**config.mk**
```make
export PLATFORM = sky130hd
export DESIGN_NAME = slice_write_arbiter
export DESIGN_NICKNAME = d
export VERILOG_FILES = /design/src/rtl/slice_write_arbiter.sv
export SDC_FILE = /design/constraint.sdc
export NUM_CORES = 2
export LEC_CHECK = 0
export ABC_CLOCK_PERIOD_IN_PS = 10500
export CAP_MARGIN = 40
export CORE_AREA = 10 10 644 646
export DETAILED_ROUTE_END_ITERATION = 8
export DIE_AREA = 0 0 654 656
export PLACE_DENSITY = 0.36
export SLEW_MARGIN = 5
export SYNTH_ARGS = -nofsm -noshare
export SYNTH_HDL_FRONTEND = slang
export SYNTH_SLANG_ARGS = --single-unit
```
**constraint.sdc**
```tcl
create_clock -name clk -period 10.5 [get_ports clk]
set_input_delay 1.05 -clock clk [delete_from_list [all_inputs] [get_ports clk]]
set_output_delay 1.05 -clock clk [all_outputs]
set_load 0.005 [all_outputs]
```
**src/rtl/slice_write_arbiter.sv**
```systemverilog
// slice_write_arbiter: round-robin arbitrated slice writes into a registered shadow vector, plus a one-slice-per-cycle clear sweep.
// Optional: define SLICE_WRITE_PARITY_EN to add slice_par, the per-slice even parity registered alongside vec_out.
module slice_write_arbiter #(
    parameter int NUM_REQ    = 4,
    parameter int SLICE_W    = 24,
    parameter int NUM_SLICES = 64,
    parameter int IDX_W      = 6
) (
    input  logic                          clk,
    input  logic                          rst_n,
    input  logic [NUM_REQ-1:0]            req_valid,
    input  logic [NUM_REQ*IDX_W-1:0]      req_index,
    input  logic [NUM_REQ*SLICE_W-1:0]    req_data,
    output logic [NUM_REQ-1:0]            req_ready,
    input  logic                          clr_req,
    output logic                          clr_done,
    output logic                          busy,
    output logic                          err_oor,
`ifdef SLICE_WRITE_PARITY_EN
    output logic [NUM_SLICES-1:0]         slice_par,
`endif
    output logic [NUM_SLICES*SLICE_W-1:0] vec_out
);
    localparam int PTR_W = $clog2(NUM_REQ);
    localparam int OFF_W = $clog2(NUM_SLICES*SLICE_W) + 1;

    typedef enum logic {IDLE, CLEAR} state_t;

    state_t                        r_state, w_next;
    logic [PTR_W-1:0]              r_ptr, w_win, w_cand;
    logic [IDX_W-1:0]              r_cnt, w_idx, w_widx;
    logic [SLICE_W-1:0]            w_data, w_wdata;
    logic [OFF_W-1:0]              w_off;
    logic [NUM_SLICES*SLICE_W-1:0] r_vec;
    logic                          r_done, r_err;
    logic                          w_found, w_go, w_oor, w_last, w_we, w_clear;

    // Round-robin search: first valid requester upward from the pointer, wrapping.
    always_comb begin
        w_found = 1'b0;
        w_win   = '0;
        w_cand  = '0;
        for (int i = 0; i < NUM_REQ; i++) begin
            w_cand = PTR_W'((int'(r_ptr) + i) % NUM_REQ);
            if (!w_found && req_valid[w_cand]) begin
                w_found = 1'b1;
                w_win   = w_cand;
            end
        end
    end

    // A grant only happens in IDLE and loses to a coinciding clear request.
    assign w_clear   = (r_state == CLEAR);
    assign w_go      = rst_n && !w_clear && !clr_req && w_found;
    assign req_ready = w_go ? (NUM_REQ'(1) << w_win) : '0;
    assign w_idx     = req_index[w_win*IDX_W +: IDX_W];
    assign w_data    = req_data[w_win*SLICE_W +: SLICE_W];
    assign w_oor     = ({1'b0, w_idx} >= (IDX_W+1)'(NUM_SLICES));
    assign w_last    = (r_cnt == IDX_W'(NUM_SLICES - 1));

    // Single write port: the sweep zeroes slice r_cnt, otherwise the winner writes its slice.
    assign w_we    = w_clear || (w_go && !w_oor);
    assign w_widx  = w_clear ? r_cnt : w_idx;
    assign w_wdata = w_clear ? '0 : w_data;
    assign w_off   = OFF_W'(w_widx) * OFF_W'(SLICE_W);

    assign busy     = w_clear;
    assign clr_done = r_done;
    assign err_oor  = r_err;
    assign vec_out  = r_vec;

    // State register.
    always_ff @(posedge clk or negedge rst_n) begin
        if (!rst_n) r_state <= IDLE;
        else        r_state <= w_next;
    end

    // Next state: clr_req starts a sweep from IDLE; the sweep ends on its last slice.
    always_comb begin
        w_next = r_state;
        w_next = (r_state == IDLE) ? (clr_req ? CLEAR : IDLE) : (w_last ? IDLE : CLEAR);
    end

    // Pointer advance on grant, sweep counter, done pulse and sticky out-of-range flag.
    always_ff @(posedge clk or negedge rst_n) begin
        if (!rst_n) begin
            r_ptr  <= '0;
            r_cnt  <= '0;
            r_done <= 1'b0;
            r_err  <= 1'b0;
        end else begin
            r_done <= w_clear && w_last;
            r_cnt  <= w_clear ? r_cnt + 1'b1 : '0;
            if (w_go)
                r_ptr <= (w_win == PTR_W'(NUM_REQ - 1)) ? '0 : w_win + 1'b1;
            if (w_clear && w_last)
                r_err <= 1'b0;
            else if (w_go && w_oor)
                r_err <= 1'b1;
        end
    end

    // Shadow vector: one slice updated per write.
    always_ff @(posedge clk or negedge rst_n) begin
        if (!rst_n)    r_vec <= '0;
        else if (w_we) r_vec[w_off +: SLICE_W] <= w_wdata;
    end

`ifdef SLICE_WRITE_PARITY_EN
    logic [NUM_SLICES-1:0] r_par;

    // Per-slice parity tracks the data written on the same edge.
    always_ff @(posedge clk or negedge rst_n) begin
        if (!rst_n)    r_par <= '0;
        else if (w_we) r_par[w_widx] <= ^w_wdata;
    end

    assign slice_par = r_par;
`endif
endmodule

```
Yosys cells after proc, flatten, opt, wreduce, memory -nomap -nowiden:

Cells that the tools add are included.

* register bits after elaboration: 1546

* muxes and demuxes: 25
* $lt $le $gt $ge: 4
* shift-type cells: 5
* $add $sub $neg: 6
* reductions and logical operators: 13
* equality and inequality tests: 2
* $mul: 3

Operator list (count)
* 1536-bit bitwise mux: 1
* 24-bit by 14-bit variable shift with 1536-bit output (first input constant): 1
* 24-bit by 14-bit indexed part select with 1536-bit output: 1
* 96-bit by 8-bit indexed part select with 24-bit output: 1
* 24-bit two-way mux: 1
* 24-bit by 6-bit indexed part select with 6-bit output: 1
* 11-bit negation with 14-bit output: 1
* 2-bit by 3-bit less-than comparator with 1-bit output (second input constant): 4
* 6-bit two-way mux: 2
* 1-bit two-way mux: 11
* 2-bit two-way mux: 5
* 1-bit binary-select mux with 2-bit select: 4
* 2-bit by 2-bit multiplier with 4-bit output (second input constant): 2
* 6-bit by 2-bit multiplier with 8-bit output (second input constant): 1
* 1-bit logical AND: 7
* 6-bit by 1-bit adder with 6-bit output (second input constant): 1
* 6-bit == test (second input constant): 1
* 1-bit logical NOT: 5
* 2-bit by 1-bit adder with 2-bit output (second input constant): 2
* 2-bit adder (second input constant): 2
* 4-bit two-way mux: 1
* 1-bit by 2-bit left shift with 4-bit output (first input constant): 1
* 2-bit == test (second input constant): 1
* 1-bit logical OR: 1

Logic depth before layout (Yosys ltp):

* depth after elaboration: 19
* depth in mapped cells: 28
* depth with buffers taken out: 21

Least setup slack after synthesis:

No wires, ideal clock.

* path kind: input -> register
* from: input port req_valid[2]
* to: register r_vec[576], in the netlist vec_out[576]
* data arrival time: 6.656 ns
* setup time: 0.125 ns
* path buffers: 6
* stages: 25
* path slack: 3.719 ns
* data required time: 10.375 ns
* cells stage by stage: nor2b_2 or4b_1 clkbuf_1 buf_2 nand2_1 buf_2 buf_2 nand2_1 nand3_1 o21ai_0 o21ai_0 ha_1 inv_1 fa_1 nand2b_1 a21oi_1 xor2_1 nor3b_2 nand2_1 a211o_1 a211oi_1 buf_2 buf_4 nand3_1 mux2_2

* longest elaborated chain between the ends: 19

RTL lines
* start: declaration: RTL line 11 `input logic [NUM_REQ-1:0] req_valid,`
* 1-bit binary-select mux with 2-bit select: RTL line 45 `if (!w_found && req_valid[w_cand]) begin`
* 1-bit two-way mux (not written as such): RTL line 45
* 1-bit two-way mux: RTL line 45
* 1-bit logical NOT: RTL line 45
* 1-bit logical AND: RTL line 45
* 1-bit two-way mux: RTL line 45
* 1-bit logical NOT: RTL line 45
* 1-bit logical AND: RTL line 45
* (+3 left out)
* 2-bit two-way mux: RTL line 45
* 2-bit by 2-bit multiplier with 4-bit output: RTL line 56, 57
* 24-bit by 6-bit indexed part select with 6-bit output: RTL line 56 `assign w_idx = req_index[w_win*IDX_W +: IDX_W];`
* 6-bit two-way mux: RTL line 63 `assign w_widx = w_clear ? r_cnt : w_idx;`
* 6-bit by 2-bit multiplier with 8-bit output: RTL line 65 `assign w_off = OFF_W'(w_widx) * OFF_W'(SLICE_W);`
* 11-bit negation with 14-bit output: RTL line 106 `else if (w_we) r_vec[w_off +: SLICE_W] <= w_wdata;`
* 24-bit by 14-bit indexed part select with 1536-bit output or 24-bit by 14-bit variable shift with 1536-bit output (tied branches): RTL line 106
* 1536-bit bitwise mux: RTL line 106
* end signal: indexed assignment: RTL line 106
* end: declaration: RTL line 34 `logic [NUM_SLICES*SLICE_W-1:0] r_vec;`

Parallel ways exist; a longest one is shown, timed or not. The select of a mux whose other input is x is not followed.
A chain may end at the register's enable or synchronous reset.

Worst setup path in the final report:

* from: input port req_valid[3]
* to: register r_vec[811], in the netlist vec_out[811]

Same word-level chain as after synthesis.

==> results.md <==
Status:
- The run finished with clean final reports.

Yosys:
- The number of enable flip-flop cells after synthesis is 0.
- The post-synthesis xor/xnor area fraction is 0.00227.
- The share of synthesized cell area in full adder, half adder and majority cells is 0.00262.
- The net count of the mapped netlist is 5591.
- The number of register bits inferred by synthesis is 1546.
- The post-synthesis compound-gate area fraction is 0.113.
- A synthesized cell averages 11.9 sq um.
- The combinational family with the most area after synthesis is multiplexers.
- The area fraction in and, or, nand and nor cells after synthesis is 0.0980.
- The most used flip-flop cell after synthesis is dfrtp_1.
- The post-synthesis mux area share is 0.166.
- After synthesis, the share of flip-flops with an asynchronous set or reset is 1.00.
- In this run, distinct cell masters in the synthesized netlist total 92.
- For this run, the number of Yosys warnings is 0.
- The synthesized instance count is 5451.
- The cell area after technology mapping is 0.0650 sq mm.
- The share of the Yosys chip area taken by registers is 0.595.

STA:
- The final hold violation count is 0.
- Headroom to the max-slew limit came out at 0.220.
- For the pin with the worst max-slew slack, the measured transition is 1.17 ns.
- The clock arrives with 0.0626 ns of skew.
- The post-route clock period utilization is 0.814.
- The peak clock frequency supported by timing is 0.117 GHz.
- The worst path in the final design needs a cycle of 8.54 ns, including I/O delays and setup.
- The tightest hold margin is 0.474 ns.
- Setup repair after global routing left no endpoint under its margin.
- The final setup violation count is 0.
- The final max-slew violation count is 0.

Power and ir drop:
- VDD sags by at most 0.531 mV.
- For this design the static power due to leakage is 41.3 nW.
- Total power for the finished layout comes to 30.1 mW.
- For this design the ratio of total power to cell area is 309 mW/mm^2.

Route:
- After detailed routing, the average wire length per cell comes to 37.8 um.
- In this run the remaining antenna-violating nets after routing total 0.
- For this block, the initial DRC count from the detailed router was 4324.
- The per-cell via count in the routed design is 4.36.
- Summed over all layers, the routed wires come to 481000 um.
- Before antenna repair, the detailed router went through 6 iterations.
- For this block, the via count after detailed routing is 55400.
- The final routed DRC violation total is 0.

Hold path:
- The type of the worst min-delay path is reg2reg.

Critical path:
- The count of cells along the worst register-to-register path is 20.
- The terminus of the critical flop-to-flop path is vec_out[811]$_DFFE_PN0P_.
- Following the worst setup path forward leads to its endpoint at vec_out[811]$_DFFE_PN0P_.
- The classification of the worst setup path is in2reg.
- STA classifies the critical path startpoint as an input port.
- The worst endpoint required time is 11.30 ns.
- Data on the critical path arrives at its endpoint at 9.34 ns.
- The largest fanout of any net on the critical path is 43.
- The worst register-to-register path has a setup slack of 2.31 ns.
- The endpoint class of the critical path is a flop.
- The startpoint of the most critical setup path is req_valid[3].
- The worst register-to-register path begins at r_ptr[0]$_DFFE_PN0P_.

Global route:
- In the global route stage, overall resource usage came out at 0.214.
- The number of antenna violations at the first check in global routing is 82.
- Entering global routing, the biggest net connects 110 pins.
- The first-pass GRT wire length is 615000 um.
- The via count of the first global-routing pass came to 56500.
- The total overflow reported by the global router is 0.

Finish:
- Of the cells placed in the final design, the portion with a size suffix greater than 1 is 0.231.
- The library cell used most frequently in the layout, excluding fill and tap cells, is clkdlybuf4s50_1.
- The number of nets in the layout is 7405.
- The relative area change from synthesis to final layout is 50.0%.
- Leaving out fill and tap cells, the most frequent cells in the layout are clkdlybuf4s50_1 (1667), dfrtp_1 (1545), mux2_2 (886).

Clocking:
- The number of buffers created by CTS is 201.
- The CTS H-tree depth is 4.
- In this run, post-CTS repair resized a total of 0 instances.
- Clock-pin slew was measured on the worst setup and hold paths at 0.06 ns.
- The TritonCTS clock tree is yes.
- The clock passes through at most 4 buffers.
- For the worst-skew pair, the clock arrives at the later sink with an insertion delay of 0.94 ns.
- The clock net in this run drives a total of 1546 sinks.
- The cell sitting at the root of the clock tree is a clkbuf_16.
- The setup fix buffers added after clock tree synthesis is 0.

Place:
- The number of I/O port buffers is 1668.
- The congestion estimate from routability-driven global placement came to 0.855.
- The placed wire-length estimate is 385000 um.

Floorplanning:
- The core footprint is 0.402 sq mm.
- The area of the die is 0.429 sq mm.
- Pin placement for this block handled 1670 I/O pins.
- From bottom edge to top edge, the die measures 656 um.
- Row generation in the floorplan step produced 233 rows.
- The effective utilization at floorplan is 0.162.
- The floorplan step set the die width to 654 um.

Run:
- Max-cap violations in this run came to 0.
[layout make-up]
cell class                      count  area (sq um)
Antenna cell                       21          52.6
Clock buffer                      299          5920
Clock inverter                     55           749
Fill cell                       42700        304000
Inverter                           16          60.1
Multi-Input combinational cell   3543         25700
Sequential cell                  1546         38700
Tap cell                         5287          6620
Timing Repair Buffer             1957         19800
[worst min-delay path by stage]
stage                               from                   endpoint  slack (ns)  depth (start not counted)
2_1_floorplan   vec_out[182]$_DFFE_PN0P_   vec_out[182]$_DFFE_PN0P_        0.47                          2
3_3_place_gp    vec_out[243]$_DFFE_PN0P_   vec_out[243]$_DFFE_PN0P_        0.46                          2
3_5_place_dp   vec_out[1054]$_DFFE_PN0P_  vec_out[1054]$_DFFE_PN0P_        0.47                          2
4_1_cts        vec_out[1054]$_DFFE_PN0P_  vec_out[1054]$_DFFE_PN0P_        0.48                          2
5_1_grt         vec_out[228]$_DFFE_PN0P_   vec_out[228]$_DFFE_PN0P_        0.50                          2
6_report        vec_out[990]$_DFFE_PN0P_   vec_out[990]$_DFFE_PN0P_        0.47                          2
[state kept, by name (all words and copies together) (netlist names)]
signal,count
vec_out,1536
r_cnt,6
r_ptr,2
busy,1
clr_done,1
[where the power goes]
part | switching, mW | internal [mW] | total, mW
clock network | 2.95 | 4.19 | 7.14
logic | 13.2 | 3.40 | 16.6
registers | 0.171 | 6.17 | 6.35
[per-layer routing]
| metal | routed length (um) | track usage | up-vias |
|---|---|---|---|
| li1 | - | - | 23300 |
| met1 | 191000 | 0.256 | 29300 |
| met2 | 238000 | 0.375 | 2301 |
| met3 | 35700 | 0.0578 | 520 |
| met4 | 16700 | 0.0623 | 6 |
| met5 | 49 | 0 | - |
[cells by family (layout without fill, tap and decap cells)]
logic type,Yosys count,count (layout)
DFF,1546,1546
and+or+nand+nor,1366,1366
AOI/OAI and AO/OA,1187,1187
muxes,960,960
buffers and inverters,362,2327
xor gates and xnor gates,16,16
adders and majority gates,13,13
other,1,22
[what timing repair did]
item,CTS,global route
setup endpoints to repair,0,0
hold endpoints to repair,44,0
hold buffers,1,0
[synthesized netlist by cell type, types with 12 or more instances]
master       n  area, sq um
dfrtp_1   1546        38700
mux2_2     886         9980
nand2_1    557         2090
o21ai_0    539         2700
nor2_1     348         1310
clkbuf_1   249          935
o31ai_1    246         1850
nand3_1    174          871
a21oi_1    107          536
buf_2       70          350
o22ai_1     67          419
mux2_1      60          676
nand4_1     37          231
nor3_1      35          175
o21ai_1     33          165
nor2_2      30          188
and2_1      26          163
nand2b_1    26          163
a211oi_1    21          158
or3_1       20          125
and3_1      19          119
buf_1       18         67.6
o41ai_1     18          158
a21o_1      17          128
a22oi_1     16          120
nor2_4      15          169
nor3_4      15          244
or2_2       15         93.8
ha_1        12          150
mux2i_1     12          120
[critical path, stage by stage]
cell             delay, ns
clkdlybuf4s50_1       0.55
nor2_1                0.22
or4b_2                0.96
nand2_1               0.21
buf_4                 0.34
nand2_1               0.10
nand3_1               0.10
o21ai_0               0.14
o21ai_0               0.57
ha_4                  0.23
inv_1                 0.06
fa_1                  0.49
xor2_1                0.30
and3_1                0.43
xnor2_2               0.24
buf_4                 0.42
nand3_4               0.53
buf_4                 0.57
nor2_1                0.66
nand3_1               0.60
mux2_2                0.45
[metrics by stage]
step	util	cells	setup TNS [ns]	setup WS, ns	area [sq um]
CTS	0.243	12700	0	1.86	97400
finish	0.243	12700	0	1.96	97500
global placement	0.222	12300	-0.567	-0.117	89200
global route	0.243	12700	0	1.51	97500
floorplan	-	5451	0	3.72	65000
detailed placement	0.226	12300	0	0.848	90800
(Power assumes the default switching activity.)
